--- src/rtl/csr_trap_sequencer.sv ---
// csr_trap_sequencer: arbitrates the single CSR bank port between the decoded
// CSR-instruction path and the trap-entry write sequence
// (mepc, mcause, optional mtval, then mstatus.MIE clear).
// The trap path has priority; instructions are stalled while a sequence runs.
module csr_trap_sequencer #(
    parameter bit          WRITE_TVAL = 1'b1,
    parameter logic [31:0] MIE_MASK   = 32'h8
) (
    input  logic        clk,
    input  logic        reset_n,
    input  logic        instr_valid_i,
    input  logic        instr_read_i,
    input  logic        instr_write_i,
    input  logic [1:0]  instr_op_i,
    input  logic [11:0] instr_addr_i,
    input  logic [31:0] instr_data_i,
    output logic        instr_ready_o,
    output logic [31:0] instr_rdata_o,
    input  logic        trap_req_i,
    input  logic [31:0] trap_pc_i,
    input  logic [31:0] trap_cause_i,
    input  logic [31:0] trap_tval_i,
    output logic        trap_ack_o,
    output logic        busy_o,
    output logic        csr_read_o,
    output logic        csr_write_o,
    output logic [1:0]  csr_op_o,
    output logic [11:0] csr_addr_o,
    output logic [31:0] csr_data_o,
    input  logic [31:0] csr_rdata_i
);

    typedef enum logic [2:0] {
        IDLE     = 3'd0,
        T_EPC    = 3'd1,
        T_CAUSE  = 3'd2,
        T_TVAL   = 3'd3,
        T_STATUS = 3'd4
    } state_t;

    localparam logic [1:0]  OP_NONE    = 2'd0;
    localparam logic [1:0]  OP_WRITE   = 2'd1;
    localparam logic [1:0]  OP_CLEAR   = 2'd3;
    localparam logic [11:0] ADDR_MSTAT = 12'h300;
    localparam logic [11:0] ADDR_MEPC  = 12'h341;
    localparam logic [11:0] ADDR_MCAUS = 12'h342;
    localparam logic [11:0] ADDR_MTVAL = 12'h343;

    state_t      state_reg;
    state_t      state_next;
    logic        trap_accept;
    logic [31:0] payload_in [3];
    logic [31:0] payload_reg [3];   // 0: pc, 1: cause, 2: tval

    // A trap is only accepted from IDLE; requests while busy are ignored.
    assign trap_accept   = (state_reg == IDLE) && trap_req_i;
    assign payload_in[0] = trap_pc_i;
    assign payload_in[1] = trap_cause_i;
    assign payload_in[2] = trap_tval_i;

    // State register.
    always_ff @(posedge clk or negedge reset_n) begin
        if (!reset_n) begin
            state_reg <= IDLE;
        end else begin
            state_reg <= state_next;
        end
    end

    // Trap payload words are captured once at acceptance so that later
    // changes on the trap inputs cannot corrupt the sequence in flight.
    for (genvar gi = 0; gi < 3; gi++) begin : g_payload
        // Capture one payload word on trap acceptance.
        always_ff @(posedge clk or negedge reset_n) begin
            if (!reset_n) begin
                payload_reg[gi] <= '0;
            end else if (trap_accept) begin
                payload_reg[gi] <= payload_in[gi];
            end
        end
    end

    // Next-state logic and bank-port multiplexing.
    always_comb begin
        state_next    = state_reg;
        instr_ready_o = 1'b0;
        instr_rdata_o = '0;
        trap_ack_o    = 1'b0;
        busy_o        = 1'b0;
        csr_read_o    = 1'b0;
        csr_write_o   = 1'b0;
        csr_op_o      = OP_NONE;
        csr_addr_o    = '0;
        csr_data_o    = '0;

        case (state_reg)
            IDLE: begin
                if (trap_req_i) begin
                    // Acceptance cycle: no bank access, instruction held off.
                    state_next = T_EPC;
                end else if (instr_valid_i) begin
                    instr_ready_o = 1'b1;
                    instr_rdata_o = csr_rdata_i;
                    // Without read or write enable the port stays idle.
                    if (instr_read_i || instr_write_i) begin
                        csr_read_o  = instr_read_i;
                        csr_write_o = instr_write_i;
                        csr_op_o    = instr_op_i;
                        csr_addr_o  = instr_addr_i;
                        csr_data_o  = instr_data_i;
                    end
                end
            end
            T_EPC: begin
                busy_o      = 1'b1;
                csr_write_o = 1'b1;
                csr_op_o    = OP_WRITE;
                csr_addr_o  = ADDR_MEPC;
                csr_data_o  = payload_reg[0];
                state_next  = T_CAUSE;
            end
            T_CAUSE: begin
                busy_o      = 1'b1;
                csr_write_o = 1'b1;
                csr_op_o    = OP_WRITE;
                csr_addr_o  = ADDR_MCAUS;
                csr_data_o  = payload_reg[1];
                state_next  = WRITE_TVAL ? T_TVAL : T_STATUS;
            end
            T_TVAL: begin
                busy_o      = 1'b1;
                csr_write_o = 1'b1;
                csr_op_o    = OP_WRITE;
                csr_addr_o  = ADDR_MTVAL;
                csr_data_o  = payload_reg[2];
                state_next  = T_STATUS;
            end
            T_STATUS: begin
                busy_o      = 1'b1;
                csr_write_o = 1'b1;
                csr_op_o    = OP_CLEAR;
                csr_addr_o  = ADDR_MSTAT;
                csr_data_o  = MIE_MASK;
                trap_ack_o  = 1'b1;
                state_next  = IDLE;
            end
            default: begin
                state_next = IDLE;
            end
        endcase

        // Keep every output quiet while reset is held.
        if (!reset_n) begin
            instr_ready_o = 1'b0;
            instr_rdata_o = '0;
            trap_ack_o    = 1'b0;
            busy_o        = 1'b0;
            csr_read_o    = 1'b0;
            csr_write_o   = 1'b0;
            csr_op_o      = OP_NONE;
            csr_addr_o    = '0;
            csr_data_o    = '0;
        end
    end

endmodule

--- config.mk ---
export PLATFORM = sky130hd
export DESIGN_NAME = csr_trap_sequencer
export DESIGN_NICKNAME = d
export VERILOG_FILES = /design/src/rtl/csr_trap_sequencer.sv
export SDC_FILE = /design/constraint.sdc
export NUM_CORES = 1
export LEC_CHECK = 0
export CORE_MARGIN = 3
export CORE_UTILIZATION = 28
export CTS_CLUSTER_SIZE = 25
export DETAILED_ROUTE_END_ITERATION = 7
export SLEW_MARGIN = 20
export SYNTH_ARGS = -nofsm -noshare
export SYNTH_HDL_FRONTEND = slang
export SYNTH_SLANG_ARGS = --single-unit
--- constraint.sdc ---
create_clock -name clk -period 4 [get_ports clk]
set_clock_uncertainty 0.15 [all_clocks]
set_input_delay 0.8 -clock clk [delete_from_list [all_inputs] [get_ports clk]]
set_output_delay 0.8 -clock clk [all_outputs]
set_load 0.01 [all_outputs]
## Yosys cells after proc, flatten, opt, wreduce, memory -nomap -nowiden

Index checks and enable logic that the tools add are counted.

| cells by class | value |
|---|---|
| muxes and demuxes | 39 |
| equality and inequality tests | 5 |
| divide/modulo/power cells | 0 |
| $add $sub $neg | 0 |
| shift operators | 0 |
| multipliers | 0 |
| reductions and logical operators | 5 |
| magnitude comparators | 0 |
| bitwise operators | 0 |

Operator list:

| kind | count |
|---|---|
| $mux W32 | 8 |
| $pmux W32 S5 | 1 |
| $pmux W12 S5 | 1 |
| $mux W12 | 4 |
| $mux W1 | 17 |
| $pmux W3 S4 | 1 |
| $mux W2 | 4 |
| $eq A3 B2 Y1 const B | 2 |
| $pmux W2 S3 | 1 |
| $reduce_or A4 Y1 | 1 |
| $eq A3 B1 Y1 const B | 1 |
| $eq A3 B3 Y1 const B | 1 |
| $logic_not A3 Y1 | 1 |
| $mux W3 | 1 |
| $reduce_or A3 Y1 | 1 |
| $ne A2 B2 Y1 const B | 1 |
| $pmux W1 S2 | 1 |
| $logic_and A1 B1 Y1 | 1 |
| $logic_or A1 B1 Y1 | 1 |

| word-level totals | value |
|---|---|
| register bits | 99 |
| memories | 0 |
| memory bits (writable) | 0 |
| bits in read-only memories | 0 |
| latch bits | 0 |
| output and inout bits | 83 |
| word-level logic and storage cells | 53 |
| input port bits | 180 |

## Longest topological paths before layout

| depth | value |
|---|---|
| depth in word-level cells | 6 |
| gate-level depth with buffers | 7 |

## Worst setup path after synthesis

Ideal clock, no wire load.

| timing path | value |
|---|---|
| kind | input-to-output |
| start point | input port instr_read_i |
| end point | output port csr_data_o[3] |
| setup slack | 1.243 ns |
| arrival | 1.807 ns |
| required time | 3.050 ns |
| cell stages on the path | 5 |
| path buffers | 2 |
| path through | or2_0 buf_2 and3_1 clkbuf_1 a311o_1 |

| between the ends | value |
|---|---|
| word-level cells in the longest chain between the ends | 6 |

Ends and longest elaborated chain:

| item | line | RTL |
|---|---|---|
| start, declared | 12 | `input logic instr_read_i,` |
| $logic_or A1 B1 Y1 | 105 | `if (instr_read_i \|\| instr_write_i) begin` |
| $mux W32 | 105 |  |
| $mux W32 | 101 | `end else if (instr_valid_i) begin` |
| $mux W32 | 98 | `if (trap_req_i) begin` |
| $pmux W32 S5 | 96 | `case (state_reg)` |
| $mux W32 | 153 | `if (!reset_n) begin` |
| end, declared | 29 | `output logic [31:0] csr_data_o,` |

No other way between the ends.

## Worst setup path after layout

| timing path | value |
|---|---|
| start point | input port trap_req_i |
| end point | output port instr_rdata_o[4] |

| between the ends | value |
|---|---|
| word-level cells in the longest chain between the ends | 3 |

Ends and longest elaborated chain:

| item | line | RTL |
|---|---|---|
| start, declared | 19 | `input logic trap_req_i,` |
| $mux W32 | 98 |  |
| $mux W32 | 96 |  |
| $mux W32 | 153 |  |
| end, declared | 18 | `output logic [31:0] instr_rdata_o,` |

No other way between the ends.

==> impl_metrics.py <==
metrics = {
    "pwr": {
        "power.density_nw_per_um2": 666,
        "total_power_mw": 5.84,
        "max-vdd-ir-drop_mv": 0.274,
        "leakagePower_nw": 3.56,
    },
    "run": {
        "cap_viol_max_count": 0,
    },
    "floorplan": {
        "dieArea_um2": 21900,
        "boundaryPins": 263,
        "fp.coreArea_um2": 19700,
        "initial_core_util": 0.288,
        "die_x_um": 148,
        "die_h_um": 148,
        "row_count": 51,
    },
    "synth": {
        "yosys_warnings": 0,
        "synth_fp_nets": 666,
        "synth_edf_count": 0,
        "async_flop_share": 1.00,
        "syn-instance-count": 486,
        "synth.ff_latch_count": 99,
        "synth.avg_cell_area_um2": 11.6,
        "synth_area_um2": 5650,
        "ys_types": 30,
        "seq_area_frac_synth": 0.438,
        "synthFlopType": "dfrtp_1",
    },
    "sta": {
        "relSlewSlack": 0.442,
        "setup_viol": 0,
        "rsz0062_at_grt": "no",
        "fin_crit_ps": 3750,
        "tightest_slew_ps": 837,
        "max_freq_ghz": 0.267,
        "drv_slew": 0,
        "setup-tns-final_ps": 0,
        "post-route-period-util": 0.938,
        "hold_viol_final": 0,
    },
    "global_route": {
        "use_met2": 0.292,
        "grt_use_total": 0.164,
        "grt_pass1_wl_mm": 28.3,
        "grt-ovfl-total": 0,
        "busiest_layer": "met2",
        "met1_usage": 0.198,
        "grt_max_degree": 64,
        "grt_pass1_vias": 5043,
        "met3_usage": 0.0372,
        "antenna_found_initial": 1,
    },
    "worst_hold_path": {
        "hp-class": "reg -> reg",
        "min_from": "payload_reg[83]",
    },
    "layout": {
        "nets": 902,
        "largest_reg_flops": 96,
        "fillers": 1877,
        "mostFrequentLayoutCells": "clkdlybuf4s50_1 (261), dfrtp_1 (96), a21oi_1 (67), mux2_2 (56), mux2_4 (40)",
        "finalNonFillerCells": 993,
        "layout-drive-gt1-share": 0.190,
        "final_common_cell": "clkdlybuf4s50_1",
        "area_growth_pct": 55.2,
    },
    "run_status": {
        "status": "complete, no violations",
    },
    "setup_path": {
        "crit_chain": "clkdlybuf4s50_1 -> nor3b_2 -> buf_4 -> and3_1 -> buf_12 -> and2_1 -> clkdlybuf4s50_1",
        "cp_common_cell": "clkdlybuf4s50_1",
        "crit_type": "in -> out",
        "r2r-start": "state_reg[2]",
        "slowest_delay_ps": 570,
        "arrival_ps": 2800,
        "start_kind": "input port",
        "crit_fanout": 34,
        "crit_slowest_cell": "clkdlybuf4s50_1",
        "setup.worst_path.start": "trap_req_i",
        "path_delay_family": "buffers and inverters",
        "crit_path_end_kind": "output pin",
        "worst-path-buf-inv": 4,
        "worst_ep_required_time_ps": 3050,
    },
    "clock_network": {
        "ctsHoldBuffers": 0,
        "cts_max_path_buffers": 2,
        "numCtsBuffers": 9,
        "cts_tree": "done",
        "clk_pin_slew_ps": 70,
        "cts_max_level": 3,
        "cts-root-buf": "clkbuf_16",
        "insertion_delay_ps": 340,
        "post_cts_buffers": 0,
        "clock_sinks": 99,
        "postCtsResizedCells": 0,
    },
    "placed_design": {
        "dp_cells": 976,
        "place_hpwl_mm": 13.9,
        "numPortBuffers": 262,
        "gp_congestion": 0.811,
    },
    "drt": {
        "finalWirelength_mm": 18.5,
        "route.detailed.drc": 0,
        "drt_iter0_markers": 139,
        "firstDrtPassIters": 7,
        "wl_per_cell_um": 18.7,
        "vias": 4804,
        "vias_per_cell": 4.84,
        "ant_nets": 0,
    },
}
==> layout make-up <==
| cell class | count | area [um2] | share of cell area |
|---|---|---|---|
| diodes | 1 | 2.50 | 0.000285 |
| well taps | 265 | 332 | 0.0378 |
| clock buffers | 10 | 239 | 0.0273 |
| clock inverters | 6 | 88.8 | 0.0101 |
| repair buffers | 278 | 2790 | 0.318 |
| flip-flops and latches | 99 | 2480 | 0.283 |
| inverters | 6 | 22.5 | 0.00257 |
| multi-input cells | 328 | 2810 | 0.321 |
==> through the flow <==
step                      area, um2   util  setup WS, ps  hold slack [ps]
after floorplan                5650      -          1240              330
after global placement         8440  0.429           239              340
after detailed placement       8440  0.429           231              344
after CTS                      8770  0.446           227              362
after global routing           8770  0.446          59.4              378
final                          8770  0.446           249              354
==> where the power goes <==
part | switching [mW] | internal, mW
Sequential | 0.363 | 1.53
Clock | 0.389 | 0.565
Combinational | 1.26 | 1.74
Total | 2.01 | 3.83
==> worst paths after layout <==
kind                                    end  slack, ps  depth (start not counted)
min in group asynchronous      state_reg[1]        480                          2
hold reg to reg             payload_reg[83]        350                          1
max in group asynchronous   payload_reg[82]       2530                          2
setup / recovery           instr_rdata_o[4]        250                          7
setup reg to reg             payload_reg[5]       1340                          5
hold / removal              payload_reg[83]        350                          1
==> routing by layer <==
metal	vias to the layer above	share of wire
met5	-	0
met4	0	0.019
met3	19	0.071
met2	191	0.51
met1	2342	0.40
li1	2252	-
==> cells by family after synthesis <==
kind of cell,count (synthesis),synth area share
mux,128,0.275
compound gates,105,0.116
flops,99,0.438
simple gates,94,0.103
buf+inv,59,0.0673
xor+xnor,1,0.00155
==> cells in the mapped netlist, drive strengths merged (4+ instances only) <==
master  instances  area [um2]
dfrtp          99        2480
mux2           96        1230
a21oi          67         335
nand4          35         219
and2           34         213
buf            34         284
mux2i          32         320
a211o          31         272
clkbuf         19        73.8
and3           10        62.6
inv             6        22.5
nor2            6        22.5
o21ai           4        20.0
No activity file was read; power rests on OpenSTA's default activity.
